`src/rtl/imem_loader_pkg.sv`:
```
// Shared constants and state encoding for the instruction-memory loader.
package imem_loader_pkg;

  localparam int IMEM_SIZE = 64;

  typedef enum logic [2:0] {
    S_IDLE,
    S_ASM,
    S_SETPC,
    S_WRITE,
    S_REL,
    S_RUN
  } state_t;

  // One extra bit so an address equal to the memory depth is representable.
  function automatic int addr_width(input int size);
    return $clog2(size) + 1;
  endfunction

endpackage

```
`src/rtl/imem_loader_if.sv`:
```
// Host byte stream, load control and fetch-stage signals of the loader.
interface imem_loader_if;
  logic        start;
  logic [7:0]  len;
  logic        in_valid;
  logic [7:0]  in_data;
  logic        in_ready;
  logic [31:0] core_new_pc;
  logic        if_rst;
  logic        if_we;
  logic [31:0] if_new_pc;
  logic [31:0] if_wins;
  logic        busy;
  logic        run;
  logic        err;

  modport master (
    output start, len, in_valid, in_data, core_new_pc,
    input  in_ready, if_rst, if_we, if_new_pc, if_wins, busy, run, err
  );

  modport slave (
    input  start, len, in_valid, in_data, core_new_pc,
    output in_ready, if_rst, if_we, if_new_pc, if_wins, busy, run, err
  );
endinterface

```
`src/rtl/imem_word_asm.sv`:
```
// Packs accepted bytes little-endian into a 32-bit word; word_valid marks the 4th byte.
module imem_word_asm (
  input  logic        clk,
  input  logic        rst,
  input  logic        clr,
  input  logic        take,
  input  logic [7:0]  data,
  output logic [31:0] word,
  output logic        word_valid
);

  logic [1:0] cnt;

  assign word_valid = take && (cnt == 2'd3);

  always_ff @(posedge clk or posedge rst) begin
    if (rst) begin
      cnt  <= '0;
      word <= '0;
    end else if (clr) begin
      cnt <= '0;
    end else if (take) begin
      word[{cnt, 3'b000} +: 8] <= data;
      cnt                      <= cnt + 2'd1;
    end
  end

endmodule

```
`src/rtl/imem_loader.sv`:
```
// Loads a host byte stream into the fetch stage's instruction memory, then releases the core.
//   state | meaning
//   IDLE  | core held in reset, waiting for start
//   ASM   | collecting four bytes of the current word
//   SETPC | fetch PC pointed at the target word
//   WRITE | word written at the held PC
//   REL   | one-cycle fetch reset so the core starts at PC 0
//   RUN   | core running from its own next-PC
module imem_loader
  import imem_loader_pkg::*;
#(
  parameter int IMEM_SIZE = imem_loader_pkg::IMEM_SIZE
) (
  input logic          clk,
  input logic          rst,
  imem_loader_if.slave bus
);

  localparam int AW = addr_width(IMEM_SIZE);
  localparam int CW = (AW > 8) ? AW : 8;

  state_t        state, state_nx;
  logic [AW-1:0] addr;
  logic [7:0]    len_q;
  logic          err_q;
  logic          start_can, start_zero, start_big, start_ok;
  logic          take, word_valid;
  logic [31:0]   word;
  logic [CW-1:0] addr_inc;
  logic [31:0]   pc_word;

  assign start_can  = bus.start && (state == S_IDLE || state == S_RUN);
  assign start_big  = start_can && ({24'd0, bus.len} > 32'(IMEM_SIZE));
  assign start_zero = start_can && (bus.len == 8'd0);
  assign start_ok   = start_can && !start_big && !start_zero;
  assign take       = bus.in_valid && (state == S_ASM);
  assign addr_inc   = CW'(addr) + CW'(1);
  assign pc_word    = 32'({addr, 2'b00});

  imem_word_asm u_asm (
    .clk        (clk),
    .rst        (rst),
    .clr        (start_ok),
    .take       (take),
    .data       (bus.in_data),
    .word       (word),
    .word_valid (word_valid)
  );

  always_ff @(posedge clk or posedge rst) begin
    if (rst) state <= S_IDLE;
    else     state <= state_nx;
  end

  always_comb begin
    state_nx = state;
    case (state)
      S_IDLE, S_RUN: begin
        if (start_zero)    state_nx = S_REL;
        else if (start_ok) state_nx = S_ASM;
      end
      S_ASM:   if (word_valid) state_nx = S_SETPC;
      S_SETPC: state_nx = S_WRITE;
      S_WRITE: state_nx = (addr_inc == CW'(len_q)) ? S_REL : S_ASM;
      S_REL:   state_nx = S_RUN;
      default: state_nx = S_IDLE;
    endcase
  end

  always_ff @(posedge clk or posedge rst) begin
    if (rst) begin
      addr  <= '0;
      len_q <= '0;
      err_q <= 1'b0;
    end else begin
      if (start_big)                    err_q <= 1'b1;
      else if (start_ok || start_zero)  err_q <= 1'b0;
      if (start_ok) begin
        len_q <= bus.len;
        addr  <= '0;
      end else if (state == S_WRITE) begin
        addr <= addr + 1'b1;
      end
    end
  end

  always_comb begin
    bus.in_ready  = 1'b0;
    bus.if_rst    = 1'b0;
    bus.if_we     = 1'b0;
    bus.if_new_pc = 32'd0;
    bus.if_wins   = 32'd0;
    bus.busy      = 1'b0;
    bus.run       = 1'b0;
    bus.err       = err_q;
    case (state)
      S_IDLE: bus.if_rst = 1'b1;
      S_ASM: begin
        bus.in_ready = 1'b1;
        bus.busy     = 1'b1;
      end
      S_SETPC: begin
        bus.if_new_pc = pc_word;
        bus.busy      = 1'b1;
      end
      // PC stays on the target word so the write lands at addr.
      S_WRITE: begin
        bus.if_we     = 1'b1;
        bus.if_wins   = word;
        bus.if_new_pc = pc_word;
        bus.busy      = 1'b1;
      end
      S_REL: begin
        bus.if_rst = 1'b1;
        bus.busy   = 1'b1;
      end
      S_RUN: begin
        bus.if_new_pc = bus.core_new_pc;
        bus.run       = 1'b1;
      end
      default: bus.if_rst = 1'b1;
    endcase
  end

endmodule
```
`src/flat_wrapper.sv`:
```
// flat-port wrapper written by rule: the top's interface ports become plain ports
module imem_loader_flat import imem_loader_pkg::*;
#(
  parameter int IMEM_SIZE = imem_loader_pkg::IMEM_SIZE
)
  (clk, rst, bus_start, bus_len, bus_in_valid, bus_in_data, bus_core_new_pc, bus_in_ready, bus_if_rst, bus_if_we, bus_if_new_pc, bus_if_wins, bus_busy, bus_run, bus_err);
  imem_loader_if bus_i ();
  input logic clk;
  input logic rst;
  input wire logic [$bits(bus_i.start)-1:0] bus_start;
  input wire logic [$bits(bus_i.len)-1:0] bus_len;
  input wire logic [$bits(bus_i.in_valid)-1:0] bus_in_valid;
  input wire logic [$bits(bus_i.in_data)-1:0] bus_in_data;
  input wire logic [$bits(bus_i.core_new_pc)-1:0] bus_core_new_pc;
  output wire logic [$bits(bus_i.in_ready)-1:0] bus_in_ready;
  output wire logic [$bits(bus_i.if_rst)-1:0] bus_if_rst;
  output wire logic [$bits(bus_i.if_we)-1:0] bus_if_we;
  output wire logic [$bits(bus_i.if_new_pc)-1:0] bus_if_new_pc;
  output wire logic [$bits(bus_i.if_wins)-1:0] bus_if_wins;
  output wire logic [$bits(bus_i.busy)-1:0] bus_busy;
  output wire logic [$bits(bus_i.run)-1:0] bus_run;
  output wire logic [$bits(bus_i.err)-1:0] bus_err;
  assign bus_i.start = bus_start;
  assign bus_i.len = bus_len;
  assign bus_i.in_valid = bus_in_valid;
  assign bus_i.in_data = bus_in_data;
  assign bus_i.core_new_pc = bus_core_new_pc;
  assign bus_in_ready = bus_i.in_ready;
  assign bus_if_rst = bus_i.if_rst;
  assign bus_if_we = bus_i.if_we;
  assign bus_if_new_pc = bus_i.if_new_pc;
  assign bus_if_wins = bus_i.if_wins;
  assign bus_busy = bus_i.busy;
  assign bus_run = bus_i.run;
  assign bus_err = bus_i.err;
  imem_loader #(.IMEM_SIZE(IMEM_SIZE)) u_core (.clk(clk), .rst(rst), .bus(bus_i));
endmodule
```
`config.mk`:
```
export PLATFORM = sky130hd
export DESIGN_NAME = imem_loader_flat
export DESIGN_NICKNAME = d
export VERILOG_FILES = /design/src/rtl/imem_loader_pkg.sv /design/src/rtl/imem_loader_if.sv /design/src/rtl/imem_word_asm.sv /design/src/rtl/imem_loader.sv /design/src/flat_wrapper.sv
export SDC_FILE = /design/constraint.sdc
export NUM_CORES = 1
export LEC_CHECK = 0
export CAP_MARGIN = 20
export CELL_PAD_IN_SITES_DETAIL_PLACEMENT = 0
export CELL_PAD_IN_SITES_GLOBAL_PLACEMENT = 2
export CORE_UTILIZATION = 27
export DETAILED_ROUTE_END_ITERATION = 8
export GPL_TIMING_DRIVEN = 0
export PLACE_DENSITY_LB_ADDON = 0.3
export SLEW_MARGIN = 5
export SYNTH_ARGS = -nofsm -noshare
export SYNTH_HDL_FRONTEND = slang
export SYNTH_SLANG_ARGS = --single-unit
```
`constraint.sdc`:
```
create_clock -name clk -period 2.75 [get_ports clk]
set_input_delay 0.825 -clock clk [delete_from_list [all_inputs] [get_ports clk]]
set_output_delay 0.825 -clock clk [all_outputs]
set_load 0.05 [all_outputs]
```
==> flow_metrics.env, run 1 <==
export IMPL_crit_type="primary input to output port"
export IMPL_synth_seq_cells=53
export IMPL_yosysWarnings=0
export IMPL_synth_top_area_share=0.419
export IMPL_postCtsHoldBufs=0
export IMPL_synth_commonest_cells="80 x nand2_1, 53 x dfrtp_1, 34 x and3_1"
export IMPL_synthAdderAreaFrac=0.0237
export IMPL_drc=0
export IMPL_io_pins=122
export IMPL_met1_length_mm=4.45
export IMPL_combPwrFrac=0.497
export IMPL_cts_buffers=5
export IMPL_dr_pass1_iters=4
export IMPL_syn_area_mm2=0.00316
export IMPL_die_h_um=110
export IMPL_clk_latency_ns=0.29
export IMPL_routedWlPerCell_um=15.3
export IMPL_p_seq_frac=0.340
export IMPL_top_layer="met4"
export IMPL_ys_types=53
export IMPL_cellPowerDensity_mw_per_mm2=849
export IMPL_peakVddDrop_uv=499
export IMPL_internal_power_mw=2.14
export IMPL_nFillCells=1194
export IMPL_vias=3003
export IMPL_final_cells=634
export IMPL_synthXorXnorAreaFrac=0.0388
export IMPL_drt_iter0_drc=85
export IMPL_clock_fmax_mhz=380
export IMPL_io_buffers=121
export IMPL_p_leak_nw=2.13
export IMPL_clockPowerShare=0.162
export IMPL_drv_slew=0
export IMPL_rows=39
export IMPL_hp_class="flop to flop"
export IMPL_syn_inst=363
export IMPL_grt_start_max_net_pins=37
export IMPL_swShare=0.452
export IMPL_synth_compound_area_frac=0.158
export IMPL_syn2layout_area_growth_pct=45.1
export IMPL_grt_pass1_wl_mm=15.3
export IMPL_ys_seq_area_frac=0.419
export IMPL_worst_setup_path_start_kind="primary input"
export IMPL_clock_tree_root_cell="clkbuf_16"
export IMPL_dieArea_mm2=0.0122
export IMPL_drv_cap=0
export IMPL_cp_required_ns=1.93
export IMPL_relSlewSlack=0.365
export IMPL_antenna_left=0
export IMPL_tightest_slew_ns=0.950
export IMPL_dr_wl_met3_um=251
export IMPL_nets=549
export IMPL_via_per_inst=4.74
export IMPL_synth_area_leaders="dfrtp_1 42%, nand2_1 9.5%, and3_1 6.7%"
export IMPL_synthArstFlopShare=1.00
export IMPL_die_w_um=110
export IMPL_synthSimpleGateAreaFrac=0.294
export IMPL_p_sw_mw=1.76
export IMPL_wl_met2_mm=4.78
export IMPL_endpoint_kind="output port"
export IMPL_htree_levels=2
export IMPL_clock_path_buffers=2
export IMPL_routed_wirelength_mm=9.67
export IMPL_overflow=0
export IMPL_synthMuxAreaShare=0.0214
export IMPL_synth_edff_count=0
export IMPL_finalClockSkew_ns=0.00615
export IMPL_cts_sinks=53
export IMPL_gp_congestion=0.780
export IMPL_status="finished clean"
export IMPL_critPathMaxFanout=1
export IMPL_path_clk_slew_ns=0.07
export IMPL_crit_arrival_ns=1.81
export IMPL_dp_cells=628
export IMPL_hold_violations=0
export IMPL_dpl_hpwl_mm=7.20
export IMPL_synth_top_family_by_area="simple AND/OR/NAND/NOR gates"
export IMPL_fin_crit_ns=2.63
export IMPL_diodes=0
export IMPL_start_util=0.277
export IMPL_rsz0062_at_grt="no"
export IMPL_syn_mean_instance_area_um2=8.71
export IMPL_setup_viol=0
export IMPL_core_area_mm2=0.0114
export IMPL_synth_top_area_cell="dfrtp_1"
export IMPL_antenna_found_initial=0
export IMPL_layout_drive_gt1_share=0.242
export IMPL_cts_tree="done"
export IMPL_post_route_period_util=0.958
export IMPL_synth_flop_cell="dfrtp_1"
export IMPL_synth_most_common_cell="nand2_1"
export IMPL_syn_nets=421
export IMPL_grt_pass1_vias=3039
export IMPL_setup_tns_ns=0
export IMPL_grt_util_all_layers=0.165
-- sequential cells by signal, summed over array words and instances (netlist names) --
signal	cells
u_core.len_q	8
u_core.u_asm.cnt	2
u_core.bus.err	1
u_core.u_asm.word	32
u_core.state	3
u_core.addr	7
-- routing by layer --
| metal | vias to the layer above | GRT usage |
|---|---|---|
| met1 | 1446 | 0.215 |
| met4 | 0 | 0.0573 |
| met3 | 11 | 0.0253 |
| li1 | 1498 | - |
| met2 | 48 | 0.277 |
| met5 | - | 0 |
-- placed cells by master (no fill, tap or decap), drive strengths merged, types with 7 or more instances in the layout --
cell,Yosys,layout
a22o,7,7
clkdlybuf4s50,0,52
and2,26,26
nand3,7,7
dfrtp,53,53
xnor2,8,8
buf,10,43
clkbuf,12,25
and3,34,34
o21ai,39,39
clkdlybuf4s15,0,25
inv,9,9
nand2,80,80
nor2,13,13
-- power groups by stage --
stage	clock [mW]	combinational [mW]	sequential [mW]
3_5_place_dp	0	2.01	1.34
6_report	0.633	1.94	1.33
4_1_cts	0.651	1.96	1.33
5_1_grt	0.688	2.15	1.38
2_1_floorplan	0	1.41	1.29
3_3_place_gp	0	1.98	1.33
-- worst max-delay path, cell delays in order --
cell and delay [ns]:
clkdlybuf4s50_1 0.45, a22o_1 0.15, clkdlybuf4s15_2 0.38
-- path summary, 6_finish.rpt --
path                            slack, ns                    end  cells after the start                   from
worst min-delay path                 0.47  u_core.u_asm.word[23]                      2  u_core.u_asm.word[23]
worst max register to register       0.60  u_core.u_asm.word[18]                      5    u_core.u_asm.cnt[0]
max in group asynchronous            1.35        u_core.state[1]                      3                    rst
worst min register to register       0.47  u_core.u_asm.word[23]                      2  u_core.u_asm.word[23]
worst max-delay path                 0.12       bus_if_new_pc[6]                      3     bus_core_new_pc[6]
min in group asynchronous            0.85         u_core.addr[5]                      2                    rst
-- logic make-up after synthesis --
kind of cell,after synthesis
adder cells (fa/ha/maj),6
AO/OA/AOI/OAI,70
flip-flops,53
multiplexers,6
buffers and inverters,31
AND/OR/NAND/NOR,183
XOR/XNOR,14
-- timing repair --
action                                  4_1_cts  5_1_grt
resized for setup                           289       20
endpoints found under the setup margin       68       55
cloned                                        0        0
buffers inserted                              0        0
-- through the flow --
| step | cell area [um^2] | utilization | hold WS, ns | power [mW] | worst slack (ns) |
|---|---|---|---|---|---|
| 5_1_grt | 4590 | 0.402 | 0.500 | 4.21 | 0.00193 |
| 3_3_place_gp | 4550 | 0.399 | 0.454 | 3.31 | -0.613 |
| 3_5_place_dp | 4570 | 0.401 | 0.463 | 3.35 | -0.562 |
| 2_1_floorplan | 3160 | - | 0.442 | 2.70 | 0.168 |
| 4_1_cts | 4560 | 0.400 | 0.480 | 3.93 | 0.000817 |
| 6_report | 4590 | 0.402 | 0.474 | 3.90 | 0.116 |
-- layout make-up --
| cell class | instances | area [um^2] | area share |
|---|---|---|---|
| tap | 143 | 179 | 0.0390 |
| clock buffer | 5 | 125 | 0.0273 |
| inverter | 9 | 33.8 | 0.00736 |
| timing repair buffer | 122 | 1080 | 0.235 |
| buffer | 21 | 123 | 0.0267 |
| clock inverter | 2 | 16.3 | 0.00354 |
| sequential | 53 | 1330 | 0.289 |
| multi-input combinational | 279 | 1710 | 0.372 |
No activity file was read; power rests on OpenSTA's default activity.
==> inputs of run 2 (changes only) <==
- CORE_ASPECT_RATIO: default -> 1.25
- MAX_ROUTING_LAYER: default -> met4
==> flow_metrics.env, run 2 (synthesized netlist as in run 1, its figures left out) <==
export IMPL_status="finished clean"
export IMPL_layout_drive_gt1_share=0.244
export IMPL_p_seq_frac=0.333
export IMPL_gp_congestion=0.808
export IMPL_cp_cell_sequence="clkdlybuf4s50_1 -> a22o_1 -> clkdlybuf4s15_1"
export IMPL_relSlewSlack=0.359
export IMPL_rows=43
export IMPL_routedWlPerCell_um=16.2
export IMPL_setup_viol=0
export IMPL_power_mw=4.00
export IMPL_slowest_stage="clkdlybuf4s15_1"
export IMPL_drv_cap=0
export IMPL_r2r_start="u_core.u_asm.cnt[0]"
export IMPL_worst_setup_path_start_kind="primary input"
export IMPL_cp_depth=3
export IMPL_grt_util_all_layers=0.174
export IMPL_cts_buffers=5
export IMPL_reg_top3="u_core.u_asm.word (32), u_core.len_q (8), u_core.addr (7)"
export IMPL_tightest_slew_ns=0.960
export IMPL_grt_pass1_wl_mm=16.3
export IMPL_use_met2=0.298
export IMPL_nets=549
export IMPL_antenna_left=0
export IMPL_cellPowerDensity_mw_per_mm2=870
export IMPL_max_stage_delay_ns=0.49
export IMPL_crit_type="primary input to output port"
export IMPL_endpoint_kind="output port"
export IMPL_fin_crit_ns=2.71
export IMPL_cts_setup_buffers=0
export IMPL_placed_cell_area_mm2=0.00456
export IMPL_p_leak_nw=2.15
export IMPL_cts_sinks=53
export IMPL_swShare=0.440
export IMPL_path_clk_slew_ns=0.07
export IMPL_internal_power_mw=2.24
export IMPL_drv_slew=0
export IMPL_critPathLaunch="bus_core_new_pc[5]"
export IMPL_vias=3014
export IMPL_dieArea_mm2=0.0122
export IMPL_clock_tree_root_cell="clkbuf_16"
export IMPL_final_cell_mix="80 x nand2_1, 53 x clkdlybuf4s50_1, 51 x dfrtp_1"
export IMPL_clockPowerShare=0.178
export IMPL_hold_violations=0
export IMPL_regMostFlops="u_core.u_asm.word"
export IMPL_post_route_period_util=0.986
export IMPL_antenna_found_initial=0
export IMPL_io_pins=122
export IMPL_dr_pass1_iters=4
export IMPL_crit_end="bus_if_new_pc[5]"
export IMPL_postLayoutCellArea_mm2=0.00460
export IMPL_overflow=0
export IMPL_diodes=0
export IMPL_critPathMaxFanout=1
export IMPL_crit_arrival_ns=1.89
export IMPL_largest_register_ff_count=32
export IMPL_top_usage_layer="met2"
export IMPL_core_area_mm2=0.0112
export IMPL_drc=0
export IMPL_clock_fmax_mhz=369
export IMPL_cp_required_ns=1.93
export IMPL_cp_top_family="buffers and inverters"
export IMPL_final_common_cell="nand2_1"
export IMPL_cts_tree="done"
export IMPL_grt_pass1_vias=3089
export IMPL_r2r_cells=5
export IMPL_peakVddDrop_uv=339
export IMPL_start_util=0.281
export IMPL_syn2layout_area_growth_pct=45.4
export IMPL_grt_start_max_net_pins=37
export IMPL_via_per_inst=4.81
export IMPL_p_sw_mw=1.76
export IMPL_combPwrFrac=0.489
export IMPL_routed_wirelength_mm=10.2
export IMPL_finalClockSkew_ns=0.00720
export IMPL_path_buf_inv=2
export IMPL_die_h_um=123
export IMPL_met1_usage=0.218
export IMPL_die_w_um=98.8
export IMPL_met3_usage=0.0209
export IMPL_clk_latency_ns=0.29
export IMPL_reg2reg_to="u_core.u_asm.word[21]"
export IMPL_rrSetupSlack_ns=0.59
export IMPL_rsz0062_at_grt="no"
export IMPL_clock_path_buffers=2
export IMPL_drt_iter0_drc=91
export IMPL_hp_class="flop to flop"
export IMPL_io_buffers=121
export IMPL_dpl_hpwl_mm=7.68
export IMPL_htree_levels=2
## run 2: final cells by class
type / instances / area, um^2
Buffer: 21 / 123
Clock buffer: 5 / 125
Clock inverter: 2 / 38.8
Fill cell: 1163 / 6650
Inverter: 9 / 33.8
Multi-Input combinational cell: 279 / 1710
Sequential cell: 53 / 1330
Tap cell: 135 / 169
Timing Repair Buffer: 122 / 1070
## run 2: worst min-delay path by stage
stage	start	end	slack [ns]	cells past startpoint
CTS	u_core.u_asm.word[25]	u_core.u_asm.word[25]	0.48	2
finish	u_core.u_asm.word[23]	u_core.u_asm.word[23]	0.48	2
global placement	u_core.u_asm.word[12]	u_core.u_asm.word[12]	0.46	2
global route	u_core.u_asm.word[9]	u_core.u_asm.word[9]	0.51	2
floorplan	u_core.u_asm.word[10]	u_core.u_asm.word[10]	0.44	2
detailed placement	u_core.u_asm.word[25]	u_core.u_asm.word[25]	0.47	2
## run 2: worst register-to-register path: stages, from the launching register on
cell and delay, ns:
dfrtp_1 0.45, inv_1 0.16, ha_1 0.37, nor3b_1 0.80
nand2_1 0.13, o21ai_0 0.18
## run 2: repair_timing
action,in CTS,in global routing
gates resized for setup,298,14
setup endpoints to repair,68,56
hold buffers,0,0
## run 2: power by group through the flow
stage | logic, mW | registers (mW) | clock network (mW)
finish | 1.95 | 1.33 | 0.713
global placement | 1.99 | 1.33 | 0
global route | 2.17 | 1.38 | 0.761
floorplan | 1.41 | 1.29 | 0
detailed placement | 2.01 | 1.34 | 0
CTS | 1.97 | 1.33 | 0.737
## run 2: layer usage
layer,vias to the layer above,routed length [um],share of wire
met3,9,262,0.026
met5,-,0,0
met1,1448,4520,0.44
met2,59,5250,0.52
li1,1498,-,-
met4,0,137,0.013
## run 2: stage by stage
stage          hold WS, ns  utilization  TNS [ns]  worst slack, ns  std cells
3_5_place_dp         0.466        0.406    -27.84           -0.615        620
5_1_grt              0.507        0.409         0         0.000402        626
6_report             0.478        0.409         0           0.0398        626
3_3_place_gp         0.457        0.404    -57.29           -0.637        619
2_1_floorplan        0.442            -         0            0.168        363
4_1_cts              0.483        0.409  -0.00685         -0.00380        626
==> inputs of run 3 (changes only) <==
- CORE_UTILIZATION: 27 -> 38
- CTS_CLUSTER_SIZE: default -> 10
- DONT_BUFFER_PORTS: default -> 1
==> flow_metrics.env, run 3 (synthesized netlist as in run 1, its figures left out) <==
export IMPL_cellPowerDensity_mw_per_mm2=1010
export IMPL_post_route_period_util=0.981
export IMPL_clk_latency_ns=0.31
export IMPL_antenna_found_initial=0
export IMPL_fin_crit_ns=2.70
export IMPL_start_util=0.399
export IMPL_diodes=0
export IMPL_syn2layout_area_growth_pct=13.4
export IMPL_nFillCells=790
export IMPL_tightest_slew_ns=0.978
export IMPL_endpoint_kind="output port"
export IMPL_clock_fmax_mhz=371
export IMPL_rows=36
export IMPL_fin_ws_ns=0.0515
export IMPL_rsz0062_at_grt="yes"
export IMPL_postCtsHoldBufs=0
export IMPL_cts_buffers=5
export IMPL_dr_wl_met3_um=441
export IMPL_via_per_inst=5.52
export IMPL_regMostFlops="u_core.u_asm.word"
export IMPL_status="finished clean"
export IMPL_reg_top3="u_core.u_asm.word (32), u_core.len_q (8), u_core.addr (7)"
export IMPL_worst_setup_path_start_kind="flop"
export IMPL_clock_tree_root_cell="clkbuf_8"
export IMPL_p_leak_nw=1.59
export IMPL_die_h_um=104
export IMPL_nets=428
export IMPL_dpl_hpwl_mm=6.26
export IMPL_min_to="u_core.u_asm.word[13]"
export IMPL_peakVddDrop_uv=469
export IMPL_drt_iter0_drc=75
export IMPL_wl_met2_mm=4.50
export IMPL_critPathMaxFanout=10
export IMPL_antenna_left=0
export IMPL_placed_cell_area_mm2=0.00331
export IMPL_cp_required_ns=1.93
export IMPL_dr_pass1_iters=4
export IMPL_largest_register_ff_count=32
export IMPL_clock_path_buffers=2
export IMPL_final_cell_mix="80 x nand2_1, 52 x dfrtp_1, 33 x o21ai_0"
export IMPL_grt_pass1_vias=2707
export IMPL_top_layer="met4"
export IMPL_grt_util_all_layers=0.206
export IMPL_whs_path_depth=2
export IMPL_overflow=0
export IMPL_drv_cap=0
export IMPL_setup_viol=0
export IMPL_path_clk_slew_ns=0.10
export IMPL_io_buffers=0
export IMPL_cts_setup_buffers=0
export IMPL_hp_class="flop to flop"
export IMPL_grt_start_max_net_pins=35
export IMPL_layout_drive_gt1_share=0.294
export IMPL_routedWlPerCell_um=18.3
export IMPL_die_w_um=83.6
export IMPL_relSlewSlack=0.346
export IMPL_reg2reg_to="u_core.u_asm.word[8]"
export IMPL_io_pins=122
export IMPL_rrSetupSlack_ns=0.35
export IMPL_drv_slew=0
export IMPL_gp_congestion=0.796
export IMPL_dieArea_mm2=0.00869
export IMPL_crit_type="flop to output port"
export IMPL_hold_violations=0
export IMPL_cts_sinks=53
export IMPL_postLayoutCellArea_mm2=0.00359
export IMPL_finalClockSkew_ns=0.0104
export IMPL_cts_tree="done"
export IMPL_final_common_cell="nand2_1"
export IMPL_core_area_mm2=0.00793
export IMPL_met1_length_mm=3.51
export IMPL_routed_wirelength_mm=8.53
export IMPL_vias=2573
export IMPL_min_from="u_core.u_asm.word[13]"
export IMPL_r2r_start="u_core.state[1]"
export IMPL_grt_pass1_wl_mm=13.8
export IMPL_pre_cts_slack_ns=-0.148
export IMPL_drc=0
export IMPL_htree_levels=2
export IMPL_crit_arrival_ns=1.87
export IMPL_r2r_cells=7
export IMPL_fin_util=0.453
## run 3: critical path, cell delays in order, from the launching register on
cell and delay (ns):
dfrtp_2 0.48, inv_1 0.20, and3_2 0.32, clkbuf_2 0.23, and2_2 0.34
## run 3: worst max-delay path by stage
stage                                from           endpoint  slack, ns  cells after the start
after floorplan           u_core.state[1]   bus_if_new_pc[0]       0.17                      5
final                     u_core.state[1]  bus_if_new_pc[17]       0.05                      4
after global placement    u_core.state[1]   bus_if_new_pc[0]      -0.15                      5
after CTS                 u_core.state[1]    bus_if_wins[12]       0.02                      3
after detailed placement  u_core.state[1]  bus_if_new_pc[19]      -0.15                      5
after global routing      u_core.state[1]  bus_if_new_pc[18]      -0.05                      4
## run 3: timing repair
item                                    4_1_cts  5_1_grt
pin swaps                                     0        0
gates resized for setup                      87       19
endpoints found under the setup margin       67       42
## run 3: per-stage QoR
stage	TNS (ns)	instances	power (mW)	hold slack, ns
final	0	466	3.61	0.481
after global routing	-0.374	466	3.87	0.495
after CTS	0	466	3.63	0.486
after detailed placement	-2.10	459	3.05	0.463
after global placement	-6.32	458	3.02	0.454
after floorplan	0	363	2.70	0.442
## run 3: final cells by class
class | count | area, um^2 | share of cell area
Sequential cell | 53 | 1330 | 0.370
Tap cell | 95 | 119 | 0.0331
Multi-Input combinational cell | 279 | 1850 | 0.516
Timing Repair Buffer | 1 | 27.5 | 0.00767
Inverter | 9 | 33.8 | 0.00941
Clock inverter | 1 | 8.76 | 0.00244
Clock buffer | 7 | 96.3 | 0.0268
Buffer | 21 | 124 | 0.0345
## run 3: per-layer routing
metal,global-route usage,up-vias
met1,0.230,1225
met5,-,-
met2,0.373,81
met4,0.0424,0
met3,0.0460,7
li1,-,1260
## run 3: power by group
part,leakage (nW),internal [mW],switching [mW]
Sequential,0.701,1.09,0.273
Clock,0.0549,0.233,0.270
Combinational,0.834,0.580,1.16
